[src/rtl/program_counter_ras.sv]
// Fetch-stage program counter with jump/branch, PC-relative targets, stall and a
// circular return-address stack for CALL/RET.

package program_counter_pkg;

  localparam int ZERO_FLAG     = 0;
  localparam int POSITIVE_FLAG = 1;
  localparam int CARRY_FLAG    = 2;
  localparam int OVERFLOW_FLAG = 3;

  typedef enum logic [2:0] {
    COND_ZERO         = 3'd0,
    COND_NOT_ZERO     = 3'd1,
    COND_POSITIVE     = 3'd2,
    COND_NOT_POSITIVE = 3'd3,
    COND_CARRY        = 3'd4,
    COND_NOT_CARRY    = 3'd5,
    COND_OVERFLOW     = 3'd6,
    COND_NOT_OVERFLOW = 3'd7
  } branch_condition_e;

endpackage

module program_counter_ras
  import program_counter_pkg::*;
#(
  parameter int                    I_ADDR_W  = 12,
  parameter int                    DATA_W    = 8,
  parameter int                    RAS_DEPTH = 4,
  parameter logic [I_ADDR_W-1:0]   RESET_PC  = '0
) (
  input  logic                          clk,
  input  logic                          rst,
  input  logic                          stall,
  input  logic [I_ADDR_W-1:0]           imar,
  input  logic [I_ADDR_W-1:0]           address_immediate,
  input  logic                          immediate_select,
  input  logic                          relative,
  input  logic                          jump_branch_select,
  input  logic                          unconditional_branch,
  input  logic [2:0]                    branch_condition,
  input  logic [DATA_W-1:0]             status_register,
  input  logic                          call,
  input  logic                          ret,
  output logic [I_ADDR_W-1:0]           pc,
  output logic [$clog2(RAS_DEPTH):0]    ras_count,
  output logic                          ras_overflow,
  output logic                          ras_underflow
);

  localparam int PTR_W = $clog2(RAS_DEPTH);
  localparam int CNT_W = PTR_W + 1;
  localparam logic [CNT_W-1:0] FULL_COUNT = CNT_W'(RAS_DEPTH);

  if (RAS_DEPTH < 2 || (RAS_DEPTH & (RAS_DEPTH - 1)) != 0) begin : g_bad_depth
    $error("program_counter_ras: RAS_DEPTH must be a power of two and at least 2");
  end

  logic [I_ADDR_W-1:0] ras_mem [RAS_DEPTH];
  logic [PTR_W-1:0]    top;
  logic [PTR_W-1:0]    push_ptr;
  logic [I_ADDR_W-1:0] pc_plus_one;
  logic [I_ADDR_W-1:0] target;
  logic                taken;
  logic                ras_full;
  logic                ras_empty;
  logic                push_en;
  branch_condition_e   cond;

  // Only the four named flags matter; the remaining status bits are deliberately dropped.
  logic unused_status;
  assign unused_status = ^status_register;

  assign pc_plus_one = pc + I_ADDR_W'(1);
  assign push_ptr    = top + PTR_W'(1);
  assign ras_full    = (ras_count == FULL_COUNT);
  assign ras_empty   = (ras_count == '0);
  assign cond        = branch_condition_e'(branch_condition);
  assign push_en     = !rst && !stall && !ret && call;

  // Relative offsets are two's complement, so a plain modular add covers both directions.
  always_comb begin
    target = imar;
    if (immediate_select) begin
      target = relative ? (pc + address_immediate) : address_immediate;
    end
  end

  always_comb begin
    taken = 1'b0;
    case (cond)
      COND_ZERO:         taken =  status_register[ZERO_FLAG];
      COND_NOT_ZERO:     taken = !status_register[ZERO_FLAG];
      COND_POSITIVE:     taken =  status_register[POSITIVE_FLAG];
      COND_NOT_POSITIVE: taken = !status_register[POSITIVE_FLAG];
      COND_CARRY:        taken =  status_register[CARRY_FLAG];
      COND_NOT_CARRY:    taken = !status_register[CARRY_FLAG];
      COND_OVERFLOW:     taken =  status_register[OVERFLOW_FLAG];
      COND_NOT_OVERFLOW: taken = !status_register[OVERFLOW_FLAG];
      default:           taken = 1'b0;
    endcase
  end

  // Stack storage needs no reset; a full push lands on the oldest entry.
  always_ff @(posedge clk) begin
    if (push_en) begin
      ras_mem[push_ptr] <= pc_plus_one;
    end
  end

  always_ff @(posedge clk) begin
    if (rst) begin
      pc            <= RESET_PC;
      top           <= '0;
      ras_count     <= '0;
      ras_overflow  <= 1'b0;
      ras_underflow <= 1'b0;
    end else if (!stall) begin
      if (ret) begin
        if (!ras_empty) begin
          pc        <= ras_mem[top];
          top       <= top - PTR_W'(1);
          ras_count <= ras_count - CNT_W'(1);
        end else begin
          pc            <= pc_plus_one;
          ras_underflow <= 1'b1;
        end
      end else if (call) begin
        pc  <= target;
        top <= push_ptr;
        if (ras_full) begin
          ras_overflow <= 1'b1;
        end else begin
          ras_count <= ras_count + CNT_W'(1);
        end
      end else if (jump_branch_select && (unconditional_branch || taken)) begin
        pc <= target;
      end else begin
        pc <= pc_plus_one;
      end
    end
  end

endmodule

[config.mk]
export PLATFORM = sky130hd
export DESIGN_NAME = program_counter_ras
export DESIGN_NICKNAME = d
export VERILOG_FILES = /design/src/rtl/program_counter_ras.sv
export SDC_FILE = /design/constraint.sdc
export NUM_CORES = 1
export LEC_CHECK = 0
export CAP_MARGIN = 20
export CORE_AREA = 3 3 89 91
export DETAILED_ROUTE_END_ITERATION = 8
export DIE_AREA = 0 0 92 94
export PLACE_DENSITY = 0.84
export SLEW_MARGIN = 20
export SYNTH_ARGS = -nofsm -noshare
export SYNTH_HDL_FRONTEND = slang
export SYNTH_SLANG_ARGS = --single-unit
[constraint.sdc]
create_clock -name clk -period 7 [get_ports clk]
set_clock_uncertainty 0.2 [all_clocks]
set_input_delay 1.05 -clock clk [delete_from_list [all_inputs] [get_ports clk]]
set_output_delay 1.05 -clock clk [all_outputs]
set_load 0.01 [all_outputs]
== After elaboration in Yosys (flattened, before gate mapping) ==
Memories as Yosys holds them, arrays and structs flattened. A register that Yosys moved wholly into a read port is not among the register bits.
Cells that the tools add are included.

* Add/subtract/negate cells: 6
* Equal/unequal tests: 10
* Multiplexer cells: 18
* Bitwise gates (word level): 2
* Reductions and logical operators: 19

{| class="wikitable"
|+ Operators by type and width
! kind !! count
|-
| $mux 12 || 6
|-
| $eq 3x3->1 const B || 5
|-
| $add 12x1->12 const B || 1
|-
| $add 12x12->12 || 1
|-
| $mux 3 || 4
|-
| $mux 2 || 5
|-
| $pmux 1 s8 || 1
|-
| $reduce_and 4->1 || 2
|-
| $logic_not 1->1 || 7
|-
| $eq 3x2->1 const B || 2
|-
| $logic_not 3->1 || 2
|-
| $reduce_and 3->1 || 2
|-
| $logic_and 1x1->1 || 4
|-
| $ne 2x2->1 const B || 2
|-
| $add 3x1->3 const B || 1
|-
| $eq 3x1->1 const B || 1
|-
| $sub 3x1->3 const B || 1
|-
| $add 2x1->2 const B || 1
|-
| $mux 1 || 2
|-
| $not 1->1 || 2
|-
| $reduce_bool 2->1 || 1
|-
| $sub 2x1->2 const B || 1
|-
| $logic_or 1x1->1 || 1
|}

* Flip-flop bits (word level): 19
* Memory bits (writable): 48
* Memories: 1

{| class="wikitable"
|+ Memory list
! name !! words !! bits a word !! rd ports !! clocked after Yosys merged registers in !! wr ports !! RTL line !! RTL
|-
| ras_mem || 4 || 12 || 1 || 1 || 1 || 59 || <nowiki>logic [I_ADDR_W-1:0] ras_mem [RAS_DEPTH];</nowiki>
|}

== Logic depth before layout (Yosys ltp) ==
* Word-level depth: 7
* Depth in mapped cells: 9

== Worst setup path after synthesis ==
No wires, ideal clock.

* Path kind: input to register
* Start point: input port address_immediate[0]
* End point: register pc[10]
* Setup time: 122 ps
* Arrival time: 2,791 ps
* Slack: 3,887 ps
* Stages: 9
* Path through: ha_1 > inv_1 > fa_1 > nor2b_1 > o31a_1 > o211a_1 > a31oi_1 > mux2_2 > a311o_1

* Word-level cells in the longest chain between the ends: 6

{| class="wikitable"
|+ RTL lines
! what !! RTL line !! RTL
|-
| start: declaration || 36 || <nowiki>input logic [I_ADDR_W-1:0] address_immediate,</nowiki>
|-
| $add 12x12->12 * || 85 || <nowiki>target = relative ? (pc + address_immediate) : address_immediate;</nowiki>
|-
| $mux 12 * || 85 ||
|-
| $mux 12 * || 84 || <nowiki>if (immediate_select) begin</nowiki>
|-
| $mux 12 || 136 || <nowiki>end else if (jump_branch_select && (unconditional_branch || taken)) begin</nowiki>
|-
| $mux 12 * || 128 || <nowiki>end else if (call) begin</nowiki>
|-
| $mux 12 * || 119 || <nowiki>if (ret) begin</nowiki>
|-
| end signal: assignment || 121 || <nowiki>pc <= ras_mem[top];</nowiki>
|-
| end signal: assignment || 129 || <nowiki>pc <= target;</nowiki>
|-
| end signal: assignment || 137 || <nowiki>pc <= target;</nowiki>
|-
| end: declaration || 45 || <nowiki>output logic [I_ADDR_W-1:0] pc,</nowiki>
|}

Every way passes the cells marked *; elsewhere a longest branch is shown, timed or not.
A chain may end at the register's enable or synchronous reset.

== Worst setup path after layout ==
* Start point: input port branch_condition[1]
* End point: register pc[6]

* Word-level cells in the longest chain between the ends: 7
* Elaborated cells between the ends (all ways): 14
* Classes of those cells: eq/ne (7); mux (4); reduce/logical (3)

{| class="wikitable"
|+ RTL lines
! what !! RTL line !! RTL
|-
| start: declaration || 41 || <nowiki>input logic [2:0] branch_condition,</nowiki>
|-
| $eq 3x3->1 (tied with other cells) || 91 || <nowiki>case (cond)</nowiki>
|-
| $pmux 1 s8 * || 91 ||
|-
| $logic_or 1x1->1 * || 136 ||
|-
| $logic_and 1x1->1 * || 136 ||
|-
| $mux 12 * || 136 ||
|-
| $mux 12 * || 128 ||
|-
| $mux 12 * || 119 ||
|}

Marked as above.

==> results.sh <==
export IMPL_dpl_worst_slack_ns=3.19
export IMPL_fmax_ghz=0.287
export IMPL_antenna_found_initial=0
export IMPL_drc=0
export IMPL_diodes=0
export IMPL_fp_dieW_um=92
export IMPL_cts_resized=0
export IMPL_instances_no_fill=530
export IMPL_synth_xor_area_frac=0.0395
export IMPL_max_cap_violations=0
export IMPL_async_flop_share=0
export IMPL_synth_ff_type="edfxtp_1"
export IMPL_synth_area_leaders="edfxtp_1 34%, dfxtp_1 10%, mux4_2 6.4%"
export IMPL_critical_path_class="in -> reg"
export IMPL_die_h_um=94
export IMPL_syn_to_final_growth_pct=15.9
export IMPL_yosys_top_cells_count="48 x edfxtp_1, 27 x nor2_1, 25 x inv_1"
export IMPL_setup_tns_final_ns=0
export IMPL_r2r_start="pc[0]$_SDFFE_PP0N_"
export IMPL_finalCritPeriodShare=0.498
export IMPL_start_util=0.584
export IMPL_cp_arrival_ns=3.53
export IMPL_grt_setup_unrepaired="false"
export IMPL_grt_use_total=0.221
export IMPL_synth_edf_count=48
export IMPL_drive_above_1_share=0.102
export IMPL_grt_pass1_wl_um=14800
export IMPL_grt_overflow=0
export IMPL_min_path_type="reg -> reg"
export IMPL_ys_ff_latch=69
export IMPL_drtAntennaViolNets=0
export IMPL_slew_headroom=0.395
export IMPL_clk_latency_ns=0.34
export IMPL_cp_end_kind="flop"
export IMPL_rows=31
export IMPL_clockRootBuffer="clkbuf_8"
export IMPL_cts_htree_levels=3
export IMPL_crit_top_cell="o31a_1"
export IMPL_cts_max_path_buffers=2
export IMPL_totalWireLength_um=9130
export IMPL_utilization=0.676
export IMPL_cts_sinks=69
export IMPL_cts_tree="built"
export IMPL_critPathLaunch="branch_condition[1]"
export IMPL_worst_slack_ns=3.52
export IMPL_synth_nets=443
export IMPL_tightest_slew_ns=0.905
export IMPL_synthAdderAreaFrac=0.0571
export IMPL_muxShareOfSynthArea=0.105
export IMPL_drt_pass1_iter_count=5
export IMPL_path_delay_family="compound AO/OA/AOI/OAI gates"
export IMPL_drv_slew=0
export IMPL_critPathMaxStageDelay_ns=0.70
export IMPL_outcome="completed"
export IMPL_syn_area_mm2=0.00421
export IMPL_power_total_mw=1.04
export IMPL_drt_iter0_drc=197
export IMPL_core_mm2=0.00721
export IMPL_io_buffers=56
export IMPL_path_cells="clkdlybuf4s50_1, or3b_2, mux2i_1, o31a_1, a21oi_1, o31a_1, a2111oi_2"
export IMPL_grt_pass1_vias=3089
export IMPL_top_level_ports=61
export IMPL_leakage_nw=1.78
export IMPL_vias=3194
export IMPL_cts_hold_buf=0
export IMPL_layout_min_cycle_time_ns=3.48
export IMPL_drt_wirelength_per_cell_um=17.2
export IMPL_routed_via_density=6.03
export IMPL_place_inst=514
export IMPL_peakVddDrop_mv=0.101
export IMPL_yosys_area_share_simple=0.122
export IMPL_ys_seq_area_frac=0.442
export IMPL_cts_buffers=9
export IMPL_cp_num_buf_inv=1
export IMPL_clk_pin_slew_ns=0.07
export IMPL_cp_slowest_cell="o31a_1"
export IMPL_start_kind="input pin"
export IMPL_synth_top_family_by_area="compound AO/OA/AOI/OAI gates"
export IMPL_final_nets=488
export IMPL_setup_viol=0
export IMPL_synth_cell_types=67
export IMPL_die_area_mm2=0.00865
export IMPL_powerDensity_mw_per_mm2=212
export IMPL_syn_area_per_cell_um2=11.1
export IMPL_yosys_area_top_type="edfxtp_1"
export IMPL_critPathMaxFanout=21
export IMPL_hp_start="ras_overflow$_SDFFE_PP0P_"
export IMPL_yosysWarnings=0
export IMPL_syn_inst=381
export IMPL_post_cts_buffers=0
export IMPL_gp_congestion=0.896
export IMPL_hpwl_um=6670
export IMPL_synthMostInstantiatedCell="edfxtp_1"
export IMPL_synth_compound_area_frac=0.167
export IMPL_fillers=563
export IMPL_hold_viol_final=0
export IMPL_required_ns=7.04
export IMPL_grt_start_max_net_pins=27
export IMPL_synth_top_cell_area_share=0.342
-- stage by stage --
stage / cell area, um2 / hold slack (ns)
floorplan: 4210 / 0.285
global placement: 4710 / 0.260
detailed placement: 4710 / 0.263
CTS: 4880 / 0.274
global route: 4880 / 0.289
finish: 4880 / 0.271
-- cells in the final DEF, fill, tap and decap left out, types with 7 or more instances in the layout --
master / n
nor2_1: 27
mux4_2: 12
nand2_1: 23
clkbuf_8: 10
o21ai_0: 18
clkdlybuf4s50_1: 56
a21oi_1: 23
xnor2_1: 14
inv_1: 25
a211oi_1: 7
mux2i_1: 11
ha_1: 16
dfxtp_1: 21
edfxtp_1: 48
-- cell families after synthesis --
| kind of cell | Yosys count |
|---|---|
| AOI/OAI and AO/OA | 100 |
| and+or+nand+nor | 99 |
| DFF | 69 |
| buffers and inverters | 48 |
| muxes | 28 |
| xor gates and xnor gates | 19 |
| adders and majority gates | 18 |
-- state kept, by name, summed over array words and instances (netlist names), named ones only --
| name | count |
|---|---|
| pc | 12 |
| ras_count | 3 |
| ras_mem | 48 |
| ras_overflow | 1 |
| ras_underflow | 1 |
| top | 2 |
-- where the power goes --
part | internal (mW) | switching (mW)
Clock | 0.135 | 0.141
Sequential | 0.459 | 0.0332
Combinational | 0.131 | 0.137
Total | 0.725 | 0.311
-- path summary, 6_finish.rpt --
kind | end | cells after the start | slack (ns)
worst min-delay path | ras_overflow$_SDFFE_PP0P_ | 2 | 0.27
worst max register to register | pc[10]$_SDFFE_PP0N_ | 9 | 4.28
worst max-delay path | pc[6]$_SDFFE_PP0N_ | 7 | 3.52
worst min register to register | ras_overflow$_SDFFE_PP0P_ | 2 | 0.27
-- routing by layer --
metal | GRT usage | vias to the layer above | part of all wire
met1 | 0.299 | 1496 | 0.44
met3 | 0.0385 | 15 | 0.076
met5 | 0 | - | 0
met2 | 0.355 | 145 | 0.47
li1 | - | 1538 | -
met4 | 0.0866 | 0 | 0.019
-- final cells by class --
type | count | area, um2 | share of cell area
tap | 99 | 124 | 0.0254
multi-input combinational | 264 | 2060 | 0.423
clock inverter | 5 | 26.3 | 0.00538
sequential | 69 | 1860 | 0.382
inverter | 25 | 93.8 | 0.0192
timing repair buffer | 57 | 568 | 0.116
clock buffer | 11 | 141 | 0.0290
-- worst reg2reg max path, cell delays in order (launching register included) --
cell and delay, ns:
dfxtp_1 0.47, ha_1 0.25, inv_1 0.06, fa_1 0.41, nor2b_1 0.18, o31a_1 0.20, o211a_1 0.20, a31oi_1 0.10
mux2_2 0.29, a311o_1 0.25
Power figures use the tool's default switching activity.
